File: src/rtl/multiword_add_sequencer.sv
// multiword_add_sequencer
//   Adds two wide operands (NUM_WORDS words of DATA_WIDTH bits each) by
//   time-sharing a single DATA_WIDTH-bit ripple carry adder, one word per
//   clock cycle, starting from word 0.
//
//   Optional feature macro: MULTIWORD_ADD_SUB_EN
//     When defined, the sub_in port is added. When sub_in is 1 at accept, the
//     block computes a - b: the b words are inverted and the word-0 carry is
//     forced to 1. In that case carry_out = 1 means no borrow occurred.
//
//   Ports
//     clk        : single clock, rising edge
//     reset      : synchronous, active-high reset
//     sub_in     : (MULTIWORD_ADD_SUB_EN only) 1 = subtract, latched at accept
//     start_in   : request one wide addition; accepted only while ready_out=1
//     ready_out  : high in IDLE, when a start will be accepted
//     a_in, b_in : wide operands, word 0 at the LSBs
//     carry_in   : carry into word 0
//     sum_out    : registered wide result, written one word per ADD cycle
//     carry_out  : registered carry out of the top word
//     done_out   : one-cycle pulse marking sum_out/carry_out valid

module ripple_carry_adder #(
  parameter int DATA_WIDTH = 8
) (
  input  logic [DATA_WIDTH-1:0] a,
  input  logic [DATA_WIDTH-1:0] b,
  input  logic                  cin,
  output logic [DATA_WIDTH-1:0] sum,
  output logic                  cout
);
  logic [DATA_WIDTH:0] carry_s;

  assign carry_s[0] = cin;

  for (genvar i = 0; i < DATA_WIDTH; i++) begin : g_fa
    assign sum[i]       = a[i] ^ b[i] ^ carry_s[i];
    assign carry_s[i+1] = (a[i] & b[i]) | (carry_s[i] & (a[i] ^ b[i]));
  end

  assign cout = carry_s[DATA_WIDTH];
endmodule

module multiword_add_sequencer #(
  parameter int DATA_WIDTH = 8,
  parameter int NUM_WORDS  = 4
) (
  input  logic                            clk,
  input  logic                            reset,
`ifdef MULTIWORD_ADD_SUB_EN
  input  logic                            sub_in,
`endif
  input  logic                            start_in,
  output logic                            ready_out,
  input  logic [DATA_WIDTH*NUM_WORDS-1:0] a_in,
  input  logic [DATA_WIDTH*NUM_WORDS-1:0] b_in,
  input  logic                            carry_in,
  output logic [DATA_WIDTH*NUM_WORDS-1:0] sum_out,
  output logic                            carry_out,
  output logic                            done_out
);
  localparam int WIDE  = DATA_WIDTH * NUM_WORDS;
  localparam int CNT_W = $clog2(NUM_WORDS);
  localparam logic [CNT_W-1:0] LAST_WORD = CNT_W'(NUM_WORDS - 1);

  typedef enum logic [1:0] {
    IDLE = 2'd0,
    ADD  = 2'd1,
    DONE = 2'd2
  } state_t;

  state_t                state_r;
  state_t                state_s;
  logic [CNT_W-1:0]      cnt_r;
  logic                  carry_r;
  logic [WIDE-1:0]       a_r;
  logic [WIDE-1:0]       b_r;
  logic [WIDE-1:0]       sum_r;
  logic                  carry_out_r;
  logic [31:0]           base_s;
  logic [DATA_WIDTH-1:0] a_word_s;
  logic [DATA_WIDTH-1:0] b_word_s;
  logic [DATA_WIDTH-1:0] b_add_s;
  logic [DATA_WIDTH-1:0] add_sum_s;
  logic                  add_cout_s;
`ifdef MULTIWORD_ADD_SUB_EN
  logic                  sub_r;
`endif

  // Select word k of the latched operands for the shared adder.
  assign base_s   = 32'(cnt_r) * 32'(DATA_WIDTH);
  assign a_word_s = a_r[base_s +: DATA_WIDTH];
  assign b_word_s = b_r[base_s +: DATA_WIDTH];

`ifdef MULTIWORD_ADD_SUB_EN
  // Subtraction is a + ~b + 1; the +1 comes from the forced word-0 carry.
  assign b_add_s = sub_r ? ~b_word_s : b_word_s;
`else
  assign b_add_s = b_word_s;
`endif

  ripple_carry_adder #(
    .DATA_WIDTH(DATA_WIDTH)
  ) u_adder (
    .a   (a_word_s),
    .b   (b_add_s),
    .cin (carry_r),
    .sum (add_sum_s),
    .cout(add_cout_s)
  );

  // FSM state register.
  always_ff @(posedge clk) begin
    if (reset) begin
      state_r <= IDLE;
    end else begin
      state_r <= state_s;
    end
  end

  // FSM next-state logic; ADD ends after the last word is processed.
  always_comb begin
    state_s = state_r;
    case (state_r)
      IDLE: begin
        if (start_in) begin
          state_s = ADD;
        end else begin
          state_s = IDLE;
        end
      end
      ADD: begin
        if (cnt_r == LAST_WORD) begin
          state_s = DONE;
        end else begin
          state_s = ADD;
        end
      end
      DONE:    state_s = IDLE;
      default: state_s = IDLE;
    endcase
  end

  // FSM outputs decoded from the state register.
  always_comb begin
    ready_out = 1'b0;
    done_out  = 1'b0;
    case (state_r)
      IDLE:    ready_out = 1'b1;
      DONE:    done_out  = 1'b1;
      default: begin
        ready_out = 1'b0;
        done_out  = 1'b0;
      end
    endcase
  end

  // Operand latch, word counter, carry chain and result registers.
  always_ff @(posedge clk) begin
    if (reset) begin
      cnt_r       <= {CNT_W{1'b0}};
      carry_r     <= 1'b0;
      a_r         <= {WIDE{1'b0}};
      b_r         <= {WIDE{1'b0}};
      sum_r       <= {WIDE{1'b0}};
      carry_out_r <= 1'b0;
`ifdef MULTIWORD_ADD_SUB_EN
      sub_r       <= 1'b0;
`endif
    end else begin
      case (state_r)
        IDLE: begin
          if (start_in) begin
            a_r   <= a_in;
            b_r   <= b_in;
            cnt_r <= {CNT_W{1'b0}};
`ifdef MULTIWORD_ADD_SUB_EN
            sub_r   <= sub_in;
            carry_r <= sub_in ? 1'b1 : carry_in;
`else
            carry_r <= carry_in;
`endif
          end
        end
        ADD: begin
          sum_r[base_s +: DATA_WIDTH] <= add_sum_s;
          carry_r                     <= add_cout_s;
          // Counter holds on the last word instead of wrapping.
          if (cnt_r == LAST_WORD) begin
            carry_out_r <= add_cout_s;
          end else begin
            cnt_r <= cnt_r + CNT_W'(1);
          end
        end
        default: begin
          cnt_r <= cnt_r;
        end
      endcase
    end
  end

  assign sum_out   = sum_r;
  assign carry_out = carry_out_r;
endmodule

File: config.mk
export PLATFORM = sky130hd
export DESIGN_NAME = multiword_add_sequencer
export DESIGN_NICKNAME = d
export VERILOG_FILES = /design/src/rtl/multiword_add_sequencer.sv
export SDC_FILE = /design/constraint.sdc
export NUM_CORES = 1
export LEC_CHECK = 0
export BUFFER_PORTS_ARGS = -buffer_cell sky130_fd_sc_hd__buf_2
export CAP_MARGIN = 20
export CORE_MARGIN = 2
export CORE_UTILIZATION = 35
export DETAILED_ROUTE_END_ITERATION = 7
export PLACE_DENSITY = 0.56
export SKIP_CTS_REPAIR_TIMING = 1
export SYNTH_ARGS = -nofsm -noshare
export SYNTH_HDL_FRONTEND = slang
export SYNTH_SLANG_ARGS = --single-unit
File: constraint.sdc
create_clock -name clk -period 10.05 [get_ports clk]
set_clock_uncertainty 0.15 [all_clocks]
set_input_delay 2.01 -clock clk [delete_from_list [all_inputs] [get_ports clk]]
set_output_delay 2.01 -clock clk [all_outputs]
set_load 0.01 [all_outputs]
==> reports/qor.txt, run 1 <==
Initial core utilization = 0.360
Reg-to-reg startpoint = cnt_r[0]
Final HPWL DP = 7590 µm
GRT Overall Usage = 0.167
Die Y = 115 µm
Drt wl/cell = 15.0 µm
Slew at the pin closest to its max-slew limit = 754 ps
Worst-path clk slew = 70 ps
Max_slew headroom = 0.497
Pin count of the biggest net entering global routing = 112
Initial DRT Pass Iterations = 4
Outcome = finished, final reports clean
FMAX = 0.188 GHz
Ant diodes = 0
Core Region = 12100 µm²
Ys async rst share = 0
Initial DRC count = 245
Worst R2R Setup Slack = 4740 ps
First-pass GRT wire length = 17300 µm
R2R Path End = sum_out[7]
Final WS setup = 4740 ps
Die X = 115 µm
# setup viols final = 0
Busiest grt layer = met2
Combinational power share = 0.127
Die area = 13300 µm²
Synthesized area = 4340 µm²
Share of post-route cells with drive strength above 1 = 0.260
Startpoint types = flop
IO buf count = 102
Int Pwr = 685 µW
Number of global-route vias before repair = 3328
IO Count = 103
Crit path kind = flop to flop
Total gr overflow = 0
Met2 GRT Util = 0.250
Mapped Cells = 476
Clock share of power = 0.400
Peak VDD IR = 0.0706 mV
Maximum clock path buffer count = 2
Worst-skew pair later-pin latency = 340 ps
Worst EP required = 10160 ps
Hold Crit Class = flop to flop
CP startpoint = cnt_r[0]
M3 GR Usage = 0.0424
Setup crit end = sum_out[7]
CTS tree = built
Place WS = 4680 ps
Via count = 3651
Critical path endpoint category = flop
Synthesized Nets = 558
Largest area contributor in the netlist = dfxtp_1
Total power = 918 µW
Final Hold Fails = 0
Post-synth EDFFs = 0
Synth top area share = 0.470
RSZ-0062 raised after global routing = no
Synth Warn # = 0
Synth top area cells = dfxtp_1 (47%), nand2_1 (12%), a21oi_1 (8.6%)
Tcrit/Tclk final = 0.529
Min Tclk post-route = 5310 ps
NetSw = 233 µW
Max-slew violation count = 0
Setup TNS = 0 ps
Power density over cell area = 174 nW/µm²
Area growth syn-to-layout = 21.2%
CTS root buf = clkbuf_16
Crit path DAT = 5420 ps
Initial antenna violation count = 0
CTS buffer count = 9
Synth top cells by count = nand2_1 (137), dfxtp_1 (102), a21oi_1 (75)
Sequential-to-total area share from yosys stat = 0.470
Filler cell count = 1202
Cell depth of the worst flop-to-flop path = 11
Final wirelength = 10900 µm
Antenna Violating Nets Remaining = 0
Crit path max fanout = 12
Vias per cell = 5.01
FF+latch count, synth = 102
Leak = 0.00213 µW
Count leader, synth = nand2_1
Site Rows = 40
# H-tree levels = 3
Reg power frac = 0.474
Sw frac = 0.254
GR Util met1 = 0.238
Clock Sinks = 102
Yosys cell types = 31
# Max-Cap Violations = 0
Syn_area_per_cell = 9.13 µm²
Nets = 638
# DRC = 0
Gp weighted congestion = 0.757
Post-synth top flop = dfxtp_1
kinds of logic after synthesis:
logic type / count (synthesis) / share of synthesized area
buffers and inverters: 51 / 0.0565
multiplexers: 16 / 0.0830
adder cells (fa/ha/maj): 14 / 0.0541
AND/OR/NAND/NOR: 192 / 0.198
flip-flops: 102 / 0.470
AO/OA/AOI/OAI: 101 / 0.139
final cells by class:
type                    instances  area [µm²]  area share
multi-input cells             323        2060       0.392
flip-flops and latches        102        2040       0.388
repair buffers                109         589       0.112
clock buffers                  12         267      0.0506
well taps                     168         210      0.0399
clock inverters                 4        52.6     0.00998
inverters                      11        41.3     0.00784
cell usage in the layout, fill, tap and decap left out, types with 2 or more instances in the layout:
master | synthesis | final
a21oi_1 | 75 | 75
nand2b_1 | 8 | 8
nor2b_1 | 3 | 3
o32ai_1 | 8 | 8
nand2_1 | 137 | 137
clkbuf_16 | 0 | 9
nand4_1 | 8 | 8
dfxtp_1 | 102 | 102
fa_1 | 8 | 8
nor2_1 | 19 | 19
a32oi_1 | 16 | 16
ha_1 | 6 | 6
nand3b_1 | 5 | 5
buf_4 | 3 | 6
buf_2 | 10 | 101
or3b_2 | 2 | 2
inv_1 | 11 | 11
mux4_2 | 16 | 16
clkbuf_8 | 0 | 3
nand3_1 | 2 | 2
routing by layer:
metal,part of all wire,up-vias
met3,0.051,11
li1,-,1798
met5,0,-
met1,0.48,1732
met2,0.45,110
met4,0.015,0
power groups by stage:
stage          combinational (µW)  sequential (µW)  clock (µW)
2_1_floorplan                81.6              439           0
3_3_place_gp                  114              444           0
3_5_place_dp                  117              445           0
4_1_cts                       117              435         373
5_1_grt                       129              438         390
6_report                      116              435         367
how the worst min path moves through the flow:
stage / from / endpoint / depth (start not counted)
floorplan: a_r[16] / a_r[16] / 2
global placement: a_r[20] / a_r[20] / 2
detailed placement: b_r[17] / b_r[17] / 2
CTS: b_r[17] / b_r[17] / 2
finish: a_r[13] / a_r[13] / 2
global route: a_r[12] / a_r[12] / 2
metrics by stage:
step / cell area, µm² / cells / hold slack (ps) / util
after CTS: 5240 / 728 / 304 / 0.434
after global placement: 4910 / 711 / 292 / 0.407
after global routing: 5260 / 729 / 318 / 0.436
final: 5260 / 729 / 302 / 0.436
after detailed placement: 4920 / 712 / 295 / 0.408
after floorplan: 4340 / 476 / 283 / -
flip-flops by register name (all words and copies together), names as in the netlist:
name and cells:
carry_r 1, a_r 32, sum_out 32, cnt_r 2, state_r 2, carry_out 1
b_r 32
critical path, stage by stage, from the launching register on:
cell     delay [ps]
dfxtp_1         810
mux4_2          630
fa_1            420
fa_1            380
fa_1            390
fa_1            390
fa_1            400
fa_1            390
fa_1            390
fa_1            570
inv_1            60
o32ai_1         240
(Power assumes the default switching activity.)
==> run 2: changes to the inputs <==
--- a/config.mk
+++ b/config.mk
@@ -10,7 +10,7 @@
 export CORE_MARGIN = 2
 export CORE_UTILIZATION = 35
 export DETAILED_ROUTE_END_ITERATION = 7
-export PLACE_DENSITY = 0.56
+export PLACE_DENSITY = 0.58
 export SKIP_CTS_REPAIR_TIMING = 1
 export SYNTH_ARGS = -nofsm -noshare
 export SYNTH_HDL_FRONTEND = slang
==> constraint.sdc (replaced) <==
create_clock -name clk -period 4.37 [get_ports clk]
set_clock_uncertainty 0.15 [all_clocks]
set_input_delay 0.874 -clock clk [delete_from_list [all_inputs] [get_ports clk]]
set_output_delay 0.874 -clock clk [all_outputs]
set_load 0.01 [all_outputs]
==> run 2 against run 1 <==
The run now ends with negative setup slack left. Via count rose by 0.33%. Register-to-register slack lost 4800 ps. Wire length up 2.2%. Count of clock-buffer cells in the layout is 3 lower. Critical path type unchanged.
==> reports/qor.txt, run 2 (same netlist as run 1, synthesis figures left out) <==
Outcome = finished, violations left
Failing checks = negative setup slack
Busiest grt layer = met1
Initial DRT Pass Iterations = 5
Leak = 0.00211 µW
RSZ-0062 raised after global routing = yes
IO Count = 103
Place WS = -111 ps
CTS root buf = clkbuf_16
# H-tree levels = 3
Final wirelength = 11200 µm
# Max-Cap Violations = 0
Worst-path clk slew = 80 ps
# setup viols final = 4
CTS buffer count = 9
# DRC = 0
FMAX = 0.225 GHz
Share of post-route cells with drive strength above 1 = 0.282
Initial antenna violation count = 0
Crit path kind = flop to flop
Final WS setup = -79.0 ps
Most frequent cells in the layout = nand2_1 (137), dfxtp_1 (101), buf_2 (101)
Vias per cell = 5.00
Max-slew violation count = 0
Final HPWL DP = 7890 µm
Gp weighted congestion = 0.775
Core Region = 12100 µm²
Slew at the pin closest to its max-slew limit = 1110 ps
Die X = 115 µm
Min Tclk post-route = 4450 ps
Number of global-route vias before repair = 3332
Maximum clock path buffer count = 2
GR Util met1 = 0.255
Peak VDD IR = 0.248 mV
Startpoint types = flop
Site Rows = 40
Post-layout util = 0.436
Max_slew headroom = 0.262
Total gr overflow = 0
Met2 GRT Util = 0.246
Clock Sinks = 102
Drt wl/cell = 15.2 µm
IO buf count = 102
Worst EP required = 4480 ps
Initial core utilization = 0.360
Power density over cell area = 387 nW/µm²
Hold Crit Class = flop to flop
Total power = 2030 µW
Tcrit/Tclk final = 1.02
Pin count of the biggest net entering global routing = 112
Final Hold Fails = 0
First-pass GRT wire length = 17400 µm
GRT Overall Usage = 0.169
Critical path endpoint category = flop
Die Y = 115 µm
Most common cell after layout, fill and taps aside = nand2_1
Storage element area = 2050 µm²
Worst-skew pair later-pin latency = 340 ps
Crit path max fanout = 4
CTS tree = built
Nets = 641
Via count = 3663
WHS = 303 ps
Filler cell count = 1171
Area growth syn-to-layout = 21.0%
Crit path DAT = 4560 ps
Multi-input logic area = 2090 µm²
Ant diodes = 0
Die area = 13300 µm²
Initial DRC count = 298
Antenna Violating Nets Remaining = 0
M3 GR Usage = 0.0335
-- run 2: cell type report --
cell class	instances	area share
Timing Repair Buffer	112	0.112
Clock inverter	7	0.0102
Sequential cell	102	0.389
Clock buffer	9	0.0428
Tap cell	168	0.0400
Inverter	11	0.00786
Multi-Input combinational cell	323	0.398
-- run 2: power breakdown --
group          internal, µW  switching (µW)  leakage, µW
Clock                   393             363     0.000141
Combinational           116             165      0.00113
Sequential              972            24.3     0.000833
-- run 2: critical path: stages, from the launching register on --
cell and delay, ps:
dfxtp_4 380, mux4_2 520, fa_2 370, fa_2 340, fa_2 350, fa_2 340, fa_2 350, fa_2 340
fa_2 340, fa_2 580, inv_1 60, o32ai_2 230
-- run 2: per-stage QoR --
stage               instances  instance area (µm²)  TNS [ps]
floorplan                 476                 4370      -303
global placement          715                 4960      -174
detailed placement        716                 4970      -288
CTS                       732                 5250      -333
global route              732                 5260      -417
finish                    732                 5260     -97.7
-- run 2: final timing paths --
path	depth (start not counted)	from	end	slack (ps)
max	11	cnt_r[0]	sum_out[7]	-80
min	2	b_r[22]	b_r[22]	300
max reg2reg	11	cnt_r[0]	sum_out[7]	-80
min reg2reg	2	b_r[22]	b_r[22]	300
-- run 2: routing by layer --
metal / part of all wire / wire, µm
met1: 0.49 / 5450
met2: 0.45 / 4970
met3: 0.054 / 598
met4: 0.012 / 133
met5: 0 / 0
